==> src/rtl/branch_predictor_pkg.sv <==
// Shared defaults and types for the BTB-based dynamic branch predictor.
package branch_predictor_pkg;

    localparam int unsigned BP_WORD_LEN = 32;
    localparam int unsigned BP_ENTRIES  = 16;
    localparam int unsigned BP_TAG_BITS = 8;
    localparam int unsigned BP_CTR_BITS = 2;
    localparam int unsigned BP_PERF_LEN = 32;

    // Entry layout at the default widths; the top rebuilds it from its own parameters.
    typedef struct packed {
        logic                   valid;
        logic [BP_TAG_BITS-1:0] tag;
        logic [BP_WORD_LEN-1:0] target;
    } btb_entry_t;

endpackage

==> src/rtl/branch_predictor_sat_counter.sv <==
// Saturating up/down counter with synchronous active-low reset and parallel load.
module branch_predictor_sat_counter #(
    parameter int unsigned     WIDTH     = 2,
    parameter logic [WIDTH-1:0] RESET_VAL = '0
) (
    input  logic             clk_i,
    input  logic             rst_ni,
    input  logic             inc_i,
    input  logic             dec_i,
    input  logic             load_i,
    input  logic [WIDTH-1:0] load_val_i,
    output logic [WIDTH-1:0] cnt_o
);

    logic [WIDTH-1:0] cnt_d, cnt_q;

    // Load wins over inc, inc over dec; both directions stop at the rails.
    always_comb begin
        cnt_d = cnt_q;
        if (load_i) begin
            cnt_d = load_val_i;
        end else if (inc_i && (cnt_q != {WIDTH{1'b1}})) begin
            cnt_d = cnt_q + WIDTH'(1);
        end else if (dec_i && (cnt_q != '0)) begin
            cnt_d = cnt_q - WIDTH'(1);
        end
    end

    always_ff @(posedge clk_i) begin
        if (!rst_ni) begin
            cnt_q <= RESET_VAL;
        end else begin
            cnt_q <= cnt_d;
        end
    end

    assign cnt_o = cnt_q;

endmodule

==> src/rtl/branch_predictor.sv <==
// BTB plus per-entry saturating direction counters; combinational IF lookup,
// EXE-side resolve that flags mispredicts and trains the tables on the next edge.
module branch_predictor
    import branch_predictor_pkg::*;
#(
    parameter int unsigned WORD_LEN    = BP_WORD_LEN,
    parameter int unsigned BTB_ENTRIES = BP_ENTRIES,
    parameter int unsigned TAG_BITS    = BP_TAG_BITS,
    parameter int unsigned CTR_BITS    = BP_CTR_BITS,
    parameter int unsigned PERF_LEN    = BP_PERF_LEN
) (
    input  logic                clk,
    input  logic                nReset,
    input  logic                enable,
    input  logic [WORD_LEN-1:0] pc_if,
    output logic                pred_taken,
    output logic [WORD_LEN-1:0] pred_target,
    input  logic                upd_valid,
    input  logic [WORD_LEN-1:0] upd_pc,
    input  logic                upd_taken,
    input  logic [WORD_LEN-1:0] upd_target,
    input  logic                upd_pred_taken,
    input  logic [WORD_LEN-1:0] upd_pred_target,
    output logic                mispredict,
    output logic [WORD_LEN-1:0] redirect_pc,
    output logic [PERF_LEN-1:0] perf_branches,
    output logic [PERF_LEN-1:0] perf_mispredicts
);

    localparam int unsigned IDX_BITS = $clog2(BTB_ENTRIES);
    localparam logic [CTR_BITS-1:0] CTR_WEAK_T  = CTR_BITS'(1 << (CTR_BITS - 1));
    localparam logic [CTR_BITS-1:0] CTR_WEAK_NT = CTR_BITS'((1 << (CTR_BITS - 1)) - 1);

    typedef struct packed {
        logic                valid;
        logic [TAG_BITS-1:0] tag;
        logic [WORD_LEN-1:0] target;
    } entry_t;

    entry_t              entries_q [BTB_ENTRIES];
    logic [CTR_BITS-1:0] ctr_val   [BTB_ENTRIES];

    logic [IDX_BITS-1:0] lk_idx, up_idx;
    logic [TAG_BITS-1:0] lk_tag, up_tag;
    logic                lk_hit, up_hit, upd_en;
    logic [WORD_LEN-1:0] actual_next;

    assign lk_idx = pc_if[IDX_BITS+1:2];
    assign lk_tag = pc_if[IDX_BITS+TAG_BITS+1:IDX_BITS+2];
    assign up_idx = upd_pc[IDX_BITS+1:2];
    assign up_tag = upd_pc[IDX_BITS+TAG_BITS+1:IDX_BITS+2];

    assign lk_hit = entries_q[lk_idx].valid && (entries_q[lk_idx].tag == lk_tag);
    assign up_hit = entries_q[up_idx].valid && (entries_q[up_idx].tag == up_tag);
    assign upd_en = upd_valid && enable;

    // Gated by nReset so the fetch side sees the cleared state while reset is held.
    assign pred_taken  = nReset && enable && lk_hit && ctr_val[lk_idx][CTR_BITS-1];
    assign pred_target = pred_taken ? entries_q[lk_idx].target : pc_if + WORD_LEN'(4);

    assign actual_next = upd_taken ? upd_target : upd_pc + WORD_LEN'(4);
    assign mispredict  = upd_valid &&
                         ((upd_pred_taken != upd_taken) ||
                          (upd_taken && (upd_pred_target != upd_target)));
    assign redirect_pc = upd_valid ? actual_next : '0;

    always_ff @(posedge clk) begin
        if (!nReset) begin
            for (int i = 0; i < int'(BTB_ENTRIES); i++) begin
                entries_q[i] <= '0;
            end
        end else if (upd_en && upd_taken) begin
            entries_q[up_idx] <= '{valid: 1'b1, tag: up_tag, target: upd_target};
        end
    end

    // A taken miss allocates (or replaces an alias) and restarts the counter at weakly taken.
    for (genvar i = 0; i < int'(BTB_ENTRIES); i++) begin : g_ctr
        logic sel;
        assign sel = upd_en && (up_idx == IDX_BITS'(i));

        branch_predictor_sat_counter #(
            .WIDTH     (CTR_BITS),
            .RESET_VAL (CTR_WEAK_NT)
        ) u_ctr (
            .clk_i      (clk),
            .rst_ni     (nReset),
            .inc_i      (sel && upd_taken && up_hit),
            .dec_i      (sel && !upd_taken && up_hit),
            .load_i     (sel && upd_taken && !up_hit),
            .load_val_i (CTR_WEAK_T),
            .cnt_o      (ctr_val[i])
        );
    end

    branch_predictor_sat_counter #(
        .WIDTH     (PERF_LEN),
        .RESET_VAL ('0)
    ) u_perf_branches (
        .clk_i      (clk),
        .rst_ni     (nReset),
        .inc_i      (upd_en),
        .dec_i      (1'b0),
        .load_i     (1'b0),
        .load_val_i ('0),
        .cnt_o      (perf_branches)
    );

    branch_predictor_sat_counter #(
        .WIDTH     (PERF_LEN),
        .RESET_VAL ('0)
    ) u_perf_mispredicts (
        .clk_i      (clk),
        .rst_ni     (nReset),
        .inc_i      (mispredict && enable),
        .dec_i      (1'b0),
        .load_i     (1'b0),
        .load_val_i ('0),
        .cnt_o      (perf_mispredicts)
    );

endmodule

==> config.mk <==
export PLATFORM = sky130hd
export DESIGN_NAME = branch_predictor
export DESIGN_NICKNAME = d
export VERILOG_FILES = /design/src/rtl/branch_predictor_pkg.sv /design/src/rtl/branch_predictor_sat_counter.sv /design/src/rtl/branch_predictor.sv
export SDC_FILE = /design/constraint.sdc
export NUM_CORES = 1
export LEC_CHECK = 0
export BUFFER_PORTS_ARGS = -buffer_cell sky130_fd_sc_hd__buf_2
export CAP_MARGIN = 20
export CORE_UTILIZATION = 45
export CTS_BUF_LIST = sky130_fd_sc_hd__clkbuf_8
export CTS_CLUSTER_DIAMETER = 150
export DETAILED_ROUTE_END_ITERATION = 10
export GPL_TIMING_DRIVEN = 0
export PLACE_DENSITY = 0.64
export SLEW_MARGIN = 10
export SYNTH_ARGS = -nofsm -noshare
export SYNTH_HDL_FRONTEND = slang
export SYNTH_SLANG_ARGS = --single-unit
==> constraint.sdc <==
create_clock -name clk -period 12 [get_ports clk]
set_input_delay 1.2 -clock clk [delete_from_list [all_inputs] [get_ports clk]]
set_output_delay 1.2 -clock clk [all_outputs]
set_load 0.02 [all_outputs]
==> summary.txt <==
Outcome
  • Status: complete, no violations

Worst setup path
  • Crit Path Class: input pin to output port
  • CP max stage cell: clkbuf_1
  • CP max stage delay: 0.72 ns
  • WP data required: 10.80 ns
  • Arr. time, crit path: 6.13 ns
  • Startpoint Class: input pin
  • Cell Chain, Critical Path: buf_2, buf_4, buf_2, clkbuf_1, and2_1, and4_1, or3b_2, nor2_1, nand3_1, nor2_1, xor2_1, mux2_2, buf_2
  • Crit. End Element: output port
  • Crit-path max FO: 10
  • CP most frequent cell: buf_2

Yosys
  • Ys flop type: edfxtp_1
  • Cell area after synthesis: 37,620 um2
  • Post-synth cell types: 62
  • Synthesized Nets: 2,942
  • Yosys warns: 0
  • Post-synthesis cell count: 2,801
  • Ys async rst share: 0%
  • Post-synthesis sequential area ratio: 57.04%
  • Number of enable flip-flop cells after synthesis: 640
  • Syn Area/Cell: 13.43 um2
  • Yosys reg bits: 752

Timing
  • F_max: 136.4 MHz
  • Setup_tns: 0 ns
  • Final hold violations: 0
  • Worst Skew: 0.03795 ns
  • Worst Tran Pin Value: 1.273 ns
  • Crit path time final: 7.330 ns
  • Setup WS post-layout: 4.670 ns
  • Fin. max-slew vios: 0
  • Rel. slew slack: 15.13%
  • Final clock period utilization by the worst path: 61.09%
  • Hold_ws: 0.4778 ns
  • Final Setup Violations: 0
  • RSZ-0062 raised after global routing: false

Floorplan
  • Die ar.: 84,770 um2
  • Placeable Area: 82,370 um2
  • I/O pin total: 264
  • Die span in x: 291.2 um
  • Chip Height: 291.2 um
  • Cell row count: 105
  • Initial Utilization: 45.68%

Hold path
  • Hold crit path type: flip-flop to flip-flop

Routing
  • DRT met1 WL: 47,830 um
  • Final WL: 130,700 um
  • Vias/cell: 6.159
  • Antenna Nets Post-Route: 0
  • Routed wl met3: 17,930 um
  • Highest metal used: met5
  • Drt first-iter violations: 3,510
  • Metal2 WL: 58,560 um
  • Avg WL per Cell: 29.93 um
  • Drt drc: 0
  • DRT Pass-1 Iters: 6
  • DR vias: 26,900

Placement
  • Placed Instances: 4,128
  • Setup slack at placement: 4.818 ns
  • DP HPWL: 92,130 um
  • Cell Area, Placed: 40,830 um2
  • GP Congestion: 0.9782
  • IO Port Bufs: 229

Finish
  • Fin cells: 4,368
  • Ratio of cells with drive above 1 in the final layout: 22.41%
  • Most frequent cells in the layout: edfxtp_1 (640), and2_1 (505), buf_2 (250)
  • Final instance area: 43,320 um2
  • Final core utilization: 52.59%
  • Area grow syn2layout: 15.13%
  • Most common cell after layout, fill and taps aside: edfxtp_1
  • # nets final: 3,338
  • Filler instances: 6,983

Power
  • Net load switching power: 1.564 mW
  • Sequential power share: 51.3%
  • Int Pwr: 4.270 mW
  • Total power per unit cell area: 134.7 nW/um2
  • Gate power share: 11.0%
  • Net Sw Frac: 26.80%
  • Design Power: 5.833 mW
  • Clock power share: 37.8%
  • Max IR drop VDD: 0.07587 mV
  • Leak Pwr: 16.07 nW

Clocking
  • # hold bufs at CTS: 0
  • Sink Count: 752
  • Clock transition at the registers of the reported paths: 0.05 ns
  • Clock buffer depth: 3
  • H-tree levels: 4
  • PostCTS Resize Cnt: 0
  • Setup bufs post-CTS: 0
  • Worst-skew pair later-pin latency: 0.81 ns
  • Clock Tree Root: clkbuf_8
  • CTS tree: done
  • CTS Buf Count: 131

Global routing
  • Vias in the first global route: 26,940
  • First-pass GRT wire length: 184,900 um
  • Initial antenna violation count: 13
  • GRT overflow: 0
  • Total GRT Usage: 30.62%
  • Largest net degree at the start of global routing: 41

Job
  • Max cap viols: 0
==> synth_stat cells (4+ instances only) <==
library cell	n	area, um2
or4_1	7	52.55
nand4_1	38	237.7
a31oi_1	5	31.28
o21ai_0	61	305.3
xnor2_1	65	569.3
mux4_2	237	5338
or3_1	23	143.9
and3_1	179	1120
ha_1	7	87.58
a22oi_1	8	60.06
o21a_1	4	30.03
a21oi_1	42	210.2
xor2_1	78	683.2
buf_2	14	70.07
nand3_1	53	265.3
o211ai_1	19	142.6
o31ai_1	9	67.56
mux2i_1	15	150.1
mux2_2	28	315.3
buf_1	28	105.1
inv_1	25	93.84
nor2b_1	8	50.05
nor4_1	18	112.6
a21o_1	17	127.6
clkbuf_1	222	833.3
nand2b_1	13	81.33
nor2_1	86	322.8
nor3_1	22	110.1
mux2_1	5	56.30
buf_4	4	30.03
nand2_1	127	476.7
and2_1	505	3159
a211oi_1	6	45.04
o211a_1	19	190.2
dfxtp_1	112	2242
and4_1	8	70.07
edfxtp_1	640	19220
==> layout make-up <==
type	instances	area, um2	area share, %
timing repair buffer	263	1800	4.156
multi-input combinational	1752	15140	34.94
sequential	752	21460	49.54
inverter	26	97.59	0.2253
clock buffer	136	1872	4.321
clock inverter	93	520.5	1.202
tap	1070	1339	3.091
buffer	271	1079	2.490
antenna	5	12.51	0.02888
==> flip-flops by register name (all words and copies together), names as in the netlist <==
signal                    cells
entries_q                   656
u_perf_branches.cnt_o        32
u_perf_mispredicts.cnt_o     32
g_ctr.u_ctr.cnt_o            32
==> worst paths after layout <==
path / from / to / slack [ns] / cells after the start
worst max-delay path: pc_if[2] / pred_target[31] / 4.67 / 13
worst min-delay path: entries_q[7][40] / entries_q[7][40] / 0.48 / 2
worst max register to register: u_perf_mispredicts.cnt_o[4] / u_perf_mispredicts.cnt_o[26] / 8.52 / 10
worst min register to register: entries_q[7][40] / entries_q[7][40] / 0.48 / 2
==> worst max-delay path, delay by kind of cell <==
family	cells	cell delay, ns
mux	1	0.24
simple gates	6	2.42
xor+xnor	1	0.39
buf+inv	5	1.86
==> cells by family (layout without fill, tap and decap cells) <==
logic type / after synthesis / after routing / share of synthesized area, %
buffers and inverters: 297 / 789 / 3.109
AOI/OAI and AO/OA: 214 / 214 / 3.761
adders and majority gates: 10 / 10 / 0.3126
muxes: 287 / 287 / 15.71
xor gates and xnor gates: 143 / 143 / 3.329
DFF: 752 / 752 / 57.04
other: 0 / 5 / 0
and+or+nand+nor: 1098 / 1098 / 16.74
==> power by group through the flow <==
stage | clock network [mW] | registers [mW] | logic (mW)
2_1_floorplan | 0 | 3.03 | 0.351
3_3_place_gp | 0 | 3.05 | 0.589
3_5_place_dp | 0 | 3.04 | 0.623
4_1_cts | 2.22 | 2.99 | 0.625
5_1_grt | 2.34 | 3.00 | 0.658
6_report | 2.20 | 2.99 | 0.639
==> per-layer routing <==
layer,up-vias,GRT usage [%]
met5,-,0
met4,12,14.25
met3,360,11.22
met2,1914,46.29
met1,13370,39.16
li1,11250,-
Note: power is estimated with default switching activity, not from simulation.
